==> config.mk <==
export PLATFORM = sky130hd
export DESIGN_NAME = uart_rx_fifo
export DESIGN_NICKNAME = d
export VERILOG_FILES = /design/src/rtl/uart_rx_fifo_pkg.sv /design/src/rtl/uart_rx_fifo_sync_fifo.sv /design/src/rtl/uart_rx_fifo.sv
export SDC_FILE = /design/constraint.sdc
export NUM_CORES = 1
export LEC_CHECK = 0
export CORE_MARGIN = 8
export CORE_UTILIZATION = 28
export CTS_BUF_LIST = sky130_fd_sc_hd__clkbuf_8
export DETAILED_ROUTE_END_ITERATION = 8
export SYNTH_ARGS = -nofsm -noshare
export SYNTH_HDL_FRONTEND = slang
export SYNTH_SLANG_ARGS = --single-unit
==> constraint.sdc <==
create_clock -name clk -period 4.2 [get_ports clk]
set_input_delay 0.84 -clock clk [delete_from_list [all_inputs] [get_ports clk]]
set_output_delay 0.84 -clock clk [all_outputs]
set_load 0.05 [all_outputs]
==> src/rtl/uart_rx_fifo_pkg.sv <==
// Shared definitions for the UART receive path: receiver FSM state encoding.
package uart_rx_fifo_pkg;

  typedef enum logic [2:0] {
    ST_IDLE  = 3'd0,
    ST_START = 3'd1,
    ST_DATA  = 3'd2,
    ST_STOP  = 3'd3,
    ST_BREAK = 3'd4
  } rx_state_e;

endpackage

==> src/rtl/uart_rx_fifo_sync_fifo.sv <==
// First-word-fall-through FIFO; head word is visible on rdata while non-empty.
module sync_fifo #(
  parameter int WIDTH = 8,
  parameter int DEPTH = 16
) (
  input  logic                     clk,
  input  logic                     resetn,
  input  logic                     push,
  input  logic                     pop,
  input  logic [WIDTH-1:0]         wdata,
  output logic [WIDTH-1:0]         rdata,
  output logic                     full,
  output logic                     empty,
  output logic [$clog2(DEPTH):0]   level
);

  localparam int AW = $clog2(DEPTH);

  logic [WIDTH-1:0] mem [DEPTH];
  logic [AW-1:0]    wr_ptr;
  logic [AW-1:0]    rd_ptr;
  logic [AW:0]      count;
  logic             do_push;
  logic             do_pop;

  assign empty   = (count == '0);
  assign full    = (count == (AW+1)'(DEPTH));
  // A pop frees the slot this cycle, so a push into a full FIFO still lands.
  assign do_pop  = pop & ~empty;
  assign do_push = push & (~full | do_pop);
  assign level   = count;
  assign rdata   = empty ? '0 : mem[rd_ptr];

  always_ff @(posedge clk) begin
    if (do_push) mem[wr_ptr] <= wdata;
  end

  always_ff @(posedge clk or negedge resetn) begin
    if (!resetn) begin
      wr_ptr <= '0;
      rd_ptr <= '0;
      count  <= '0;
    end else begin
      if (do_push) wr_ptr <= wr_ptr + AW'(1);
      if (do_pop)  rd_ptr <= rd_ptr + AW'(1);
      case ({do_push, do_pop})
        2'b10:   count <= count + (AW+1)'(1);
        2'b01:   count <= count - (AW+1)'(1);
        default: count <= count;
      endcase
    end
  end

endmodule

==> src/rtl/uart_rx_fifo.sv <==
// UART 8N1 receiver: synchronizer, bit-timing FSM, sticky error flags and a
// byte FIFO for the CPU read path.
module uart_rx_fifo
  import uart_rx_fifo_pkg::*;
#(
  parameter int CLKS_PER_BIT = 868,
  parameter int DEPTH        = 16
) (
  input  logic                   clk,
  input  logic                   resetn,
  input  logic                   rxd,
  input  logic                   rx_rd,
  input  logic                   err_clr,
  output logic [7:0]             rx_data,
  output logic                   rx_valid,
  output logic [$clog2(DEPTH):0] rx_level,
  output logic                   frame_err,
  output logic                   overrun,
  output logic [2:0]             rx_state
);

  localparam int CW = $clog2(CLKS_PER_BIT);
  localparam logic [CW-1:0] HALF_LOAD = CW'(CLKS_PER_BIT/2 - 1);
  localparam logic [CW-1:0] FULL_LOAD = CW'(CLKS_PER_BIT - 1);

  rx_state_e     state;
  logic          rx_m, rx_s, rx_q;
  logic [1:0]    warm;
  logic [CW-1:0] cnt;
  logic [2:0]    bit_idx;
  logic [7:0]    shift_reg;
  logic          push_req, fe_set, ovr_set;
  logic          fifo_full, fifo_empty;

  // Handshake: rx_valid=1 means rx_data holds the oldest byte; a cycle with
  // rx_rd=1 and rx_valid=1 consumes it. rx_rd with rx_valid=0 is a no-op.
  assign rx_state = state;
  assign push_req = (state == ST_STOP) && (cnt == '0) && rx_s;
  assign fe_set   = (state == ST_STOP) && (cnt == '0) && !rx_s;
  assign ovr_set  = push_req && fifo_full && !rx_rd;
  assign rx_valid = ~fifo_empty;

  // Sync flops preset high so reset looks like an idle line. warm holds off
  // edge detection until rx_q/rx_s both reflect the real pin.
  always_ff @(posedge clk or negedge resetn) begin
    if (!resetn) begin
      rx_m <= 1'b1;
      rx_s <= 1'b1;
      rx_q <= 1'b1;
      warm <= 2'd0;
    end else begin
      rx_m <= rxd;
      rx_s <= rx_m;
      rx_q <= rx_s;
      if (warm != 2'd3) warm <= warm + 2'd1;
    end
  end

  always_ff @(posedge clk or negedge resetn) begin
    if (!resetn) begin
      state     <= ST_IDLE;
      cnt       <= '0;
      bit_idx   <= '0;
      shift_reg <= '0;
    end else begin
      case (state)
        ST_IDLE: begin
          if (warm == 2'd3 && rx_q && !rx_s) begin
            cnt   <= HALF_LOAD;
            state <= ST_START;
          end
        end
        ST_START: begin
          if (cnt != '0) begin
            cnt <= cnt - CW'(1);
          end else if (!rx_s) begin
            cnt     <= FULL_LOAD;
            bit_idx <= '0;
            state   <= ST_DATA;
          end else begin
            state <= ST_IDLE;
          end
        end
        ST_DATA: begin
          if (cnt != '0) begin
            cnt <= cnt - CW'(1);
          end else begin
            shift_reg <= {rx_s, shift_reg[7:1]};
            cnt       <= FULL_LOAD;
            bit_idx   <= bit_idx + 3'd1;
            if (bit_idx == 3'd7) state <= ST_STOP;
          end
        end
        ST_STOP: begin
          if (cnt != '0) cnt <= cnt - CW'(1);
          else           state <= rx_s ? ST_IDLE : ST_BREAK;
        end
        ST_BREAK: begin
          if (rx_s) state <= ST_IDLE;
        end
        default: state <= ST_IDLE;
      endcase
    end
  end

  // A same-cycle set wins over err_clr.
  always_ff @(posedge clk or negedge resetn) begin
    if (!resetn) begin
      frame_err <= 1'b0;
      overrun   <= 1'b0;
    end else begin
      frame_err <= fe_set  | (frame_err & ~err_clr);
      overrun   <= ovr_set | (overrun   & ~err_clr);
    end
  end

  sync_fifo #(.WIDTH(8), .DEPTH(DEPTH)) u_fifo (
    .clk    (clk),
    .resetn (resetn),
    .push   (push_req),
    .pop    (rx_rd),
    .wdata  (shift_reg),
    .rdata  (rx_data),
    .full   (fifo_full),
    .empty  (fifo_empty),
    .level  (rx_level)
  );

endmodule

==> results of run 1 <==
[layout make-up]
type	count	area share [%]
Clock buffer	18	2.97
Inverter	11	0.524
Multi-Input combinational cell	220	26.7
Sequential cell	172	59.3
Tap cell	335	5.02
Clock inverter	14	1.63
Timing Repair Buffer	34	3.84
[how the worst min path moves through the flow]
stage / end / slack (ns) / depth (start not counted)
floorplan: rx_s / 0.35 / 0
global placement: rx_s / 0.35 / 0
detailed placement: rx_s / 0.35 / 0
CTS: rx_s / 0.36 / 0
global route: rx_s / 0.36 / 0
finish: rx_s / 0.36 / 0
[worst register-to-register path: stages (launching register included)]
cell	delay (ns)
dfrtp_1	0.43
inv_1	0.11
ha_1	0.14
or4b_1	0.49
or3_1	0.49
nor3b_4	0.43
inv_4	0.12
ha_1	0.32
xor2_1	0.19
ha_1	0.23
a21o_1	0.14
nand2_1	0.06
a21o_1	0.17
a31oi_1	0.19
xor2_1	0.16
[synthesized netlist by cell type, types with 2 or more instances]
cell type / number / area share (%)
nor3b_4: 2 / 0.51
nand2_1: 15 / 0.77
o31ai_1: 4 / 0.41
a21o_1: 3 / 0.31
or4_1: 5 / 0.51
o2bb2ai_1: 3 / 0.36
nand4_1: 2 / 0.17
inv_1: 10 / 0.51
edfxtp_1: 128 / 53
xor2_1: 5 / 0.60
xnor2_1: 9 / 1.1
nand2b_1: 3 / 0.26
nand3b_1: 2 / 0.21
nor2_1: 16 / 0.82
o22a_1: 3 / 0.36
nor4b_1: 3 / 0.36
nor2b_1: 10 / 0.86
and2_1: 9 / 0.77
ha_1: 13 / 2.2
buf_1: 5 / 0.26
mux2_2: 12 / 1.9
mux4_2: 40 / 12
o22ai_1: 2 / 0.17
nor3_1: 6 / 0.41
clkbuf_1: 14 / 0.72
dfstp_2: 3 / 1.1
nand3_1: 2 / 0.14
o21ai_0: 11 / 0.76
a22oi_1: 2 / 0.21
a22o_1: 2 / 0.24
nor3b_1: 5 / 0.51
or3_1: 3 / 0.26
a21oi_1: 10 / 0.69
dfrtp_1: 41 / 14
o32ai_1: 2 / 0.24
[stage by stage]
step                instances  instance area, um2  setup WS [ns]  utilization (%)
floorplan                 423                7290          0.733                -
global placement          772                7970          0.659             30.8
detailed placement        772                7970          0.504             30.8
CTS                       804                8350          0.221             32.3
global route              804                8350          0.148             32.3
finish                    804                8350          0.304             32.3
[logic make-up after synthesis]
family,Yosys count,share of synthesized area (%)
flip-flops,172,67.9
AND/OR/NAND/NOR,91,7.57
multiplexers,52,14.2
AO/OA/AOI/OAI,49,4.55
buffers and inverters,31,1.73
XOR/XNOR,14,1.68
adder cells (fa/ha/maj),14,2.37
[power groups by stage]
stage                     Sequential [uW]  Clock, uW  Combinational, uW
after floorplan                      2110          0                824
after global placement               2100          0               1160
after detailed placement             2110          0               1180
after CTS                            2070       1140               1180
after global routing                 2090       1200               1250
final                                2070       1100               1160
[metal layers]
layer | track usage, % | part of all wire [%]
met1 | 10.5 | 42
met2 | 15.4 | 52
met3 | 2.36 | 3.7
met4 | 3.86 | 1.7
met5 | 0 | 0
==> reports/metrics.cfg, run 1 <==
[run_status]
status = finished, final reports clean

[logic_synthesis]
synth-seq-area-share_pct = 67.9
synth-edff-count = 128
synthCells = 423
ys.warnings.count = 0
syn_nets = 441
netlist_area_um2 = 7290
synth_cell_types = 53
async_flop_share_pct = 25.6
synth_flop_cell = edfxtp_1
avgSynthCellArea_um2 = 17.2
synth_seq_cells = 172

[layout]
n_fill_cell = 2479
multi_input_area_um2 = 2230
drive_gt1_share_pct = 23.2
layout_common_cells = 128 x edfxtp_1, 40 x mux4_2, 40 x dfrtp_1, 22 x clkdlybuf4s50_1, 18 x clkbuf_8
n_antenna_cell = 0
largest_reg_flops = 128
seqCellArea_um2 = 4950
area_delta_synth_final_pct = 14.6
layout_commonest_cell = edfxtp_1
final_nets = 474

[critical_path]
rr_endpoint = u_fifo.level[4]
cp_data_arrival_time_ns = 3.06
cpLargestDelayFamily = multiplexers
reg2reg_from = cnt[0]
ff2ff_path_depth = 14
crit_top_cell = mux4_2
cp_max_fo = 35
crit_buf_inv = 2
cp.depth = 5
required_ns = 3.36
critPathCapture = rx_data[6]
crit_path_start = u_fifo.rd_ptr[0]
endpoint_kind = primary output
rrSetupSlack_ns = 0.46
cp_slowest_cell = clkdlybuf4s50_1
cpPeakStageDelay_ns = 0.71
crit_path_start_kind = flip-flop
crit_chain = buf_12 -> mux4_2 -> mux4_2 -> nor2b_1 -> clkdlybuf4s50_1
crit_type = flip-flop to primary output

[sta]
timing.setup.tns_ns = 0
min_period_ns = 3.90
drv_slew = 0
timing.hold.ws_ns = 0.358
skew_ns = 0.00985
setup_violations = 0
worstMarginPinSlew_ns = 1.02
slew_headroom_pct = 32.2
fmax_mhz = 257
rsz0062_at_grt = false
hold_viol_final = 0
finalCritPeriodShare_pct = 92.8

[routing]
post_drt_wl_per_cell_um = 16.8
viasPerCell = 4.72
drt-total-wl_um = 13500
post-route-drc-count = 0
first_pass_iters = 6
antenna_left = 0
drtIter0Drc = 226
vias = 3791

[clocking]
clockRootBuffer = clkbuf_8
clk_pin_slew_worst_paths_ns = 0.09
cts_tree = done
ctsResizeCount = 0
insertion_delay_ns = 0.45
post_cts_buffers = 0
clk_path_buf_depth = 2
postCtsHoldBufs = 0
ctsHtreeMaxLevel = 4
cts_num_sinks = 172
cts_buffers = 17

[power_and_ir_drop]
pwr-share-clk_pct = 25.4
switchingPower_uw = 1410
p_per_area_nw_per_um2 = 519
p_sw_share_pct = 32.5
p_int_uw = 2920
leakagePower_uw = 0.00285
pwr-share-seq_pct = 47.8
max-vdd-ir-drop_mv = 0.228
power.total_uw = 4330
combPwrFrac_pct = 26.7

[grt]
grt_pass1_vias = 3912
grt_pass1_wl_um = 21700
track_usage_pct = 8.97
grt_max_degree = 45
antenna_found_initial = 0
grt_overflow = 0

[placement]
hpwl_um = 9130
portBuffers = 23
globalplace.congestion = 0.784

[floorplanning]
io_pins = 24
core_um2 = 25800
fp-row-count = 59
start_util_pct = 28.2
die_y_um = 177
die_area_um2 = 31500
dieWidth_um = 177

[flow_run]
max_cap_viol_count = 0

[hold_path]
min_path_type = flip-flop to flip-flop
worstHoldStart = rx_m

Power figures use the tool's default switching activity.
==> inputs of run 2 (changes only) <==
--- a/config.mk
+++ b/config.mk
@@ -8,6 +8,7 @@
 export CORE_MARGIN = 8
 export CORE_UTILIZATION = 28
 export CTS_BUF_LIST = sky130_fd_sc_hd__clkbuf_8
+export CTS_CLUSTER_SIZE = 25
 export DETAILED_ROUTE_END_ITERATION = 8
 export SYNTH_ARGS = -nofsm -noshare
 export SYNTH_HDL_FRONTEND = slang
==> results of run 2 <==
Same layout as run 1: the final DEF is identical, and so are final timing and power.
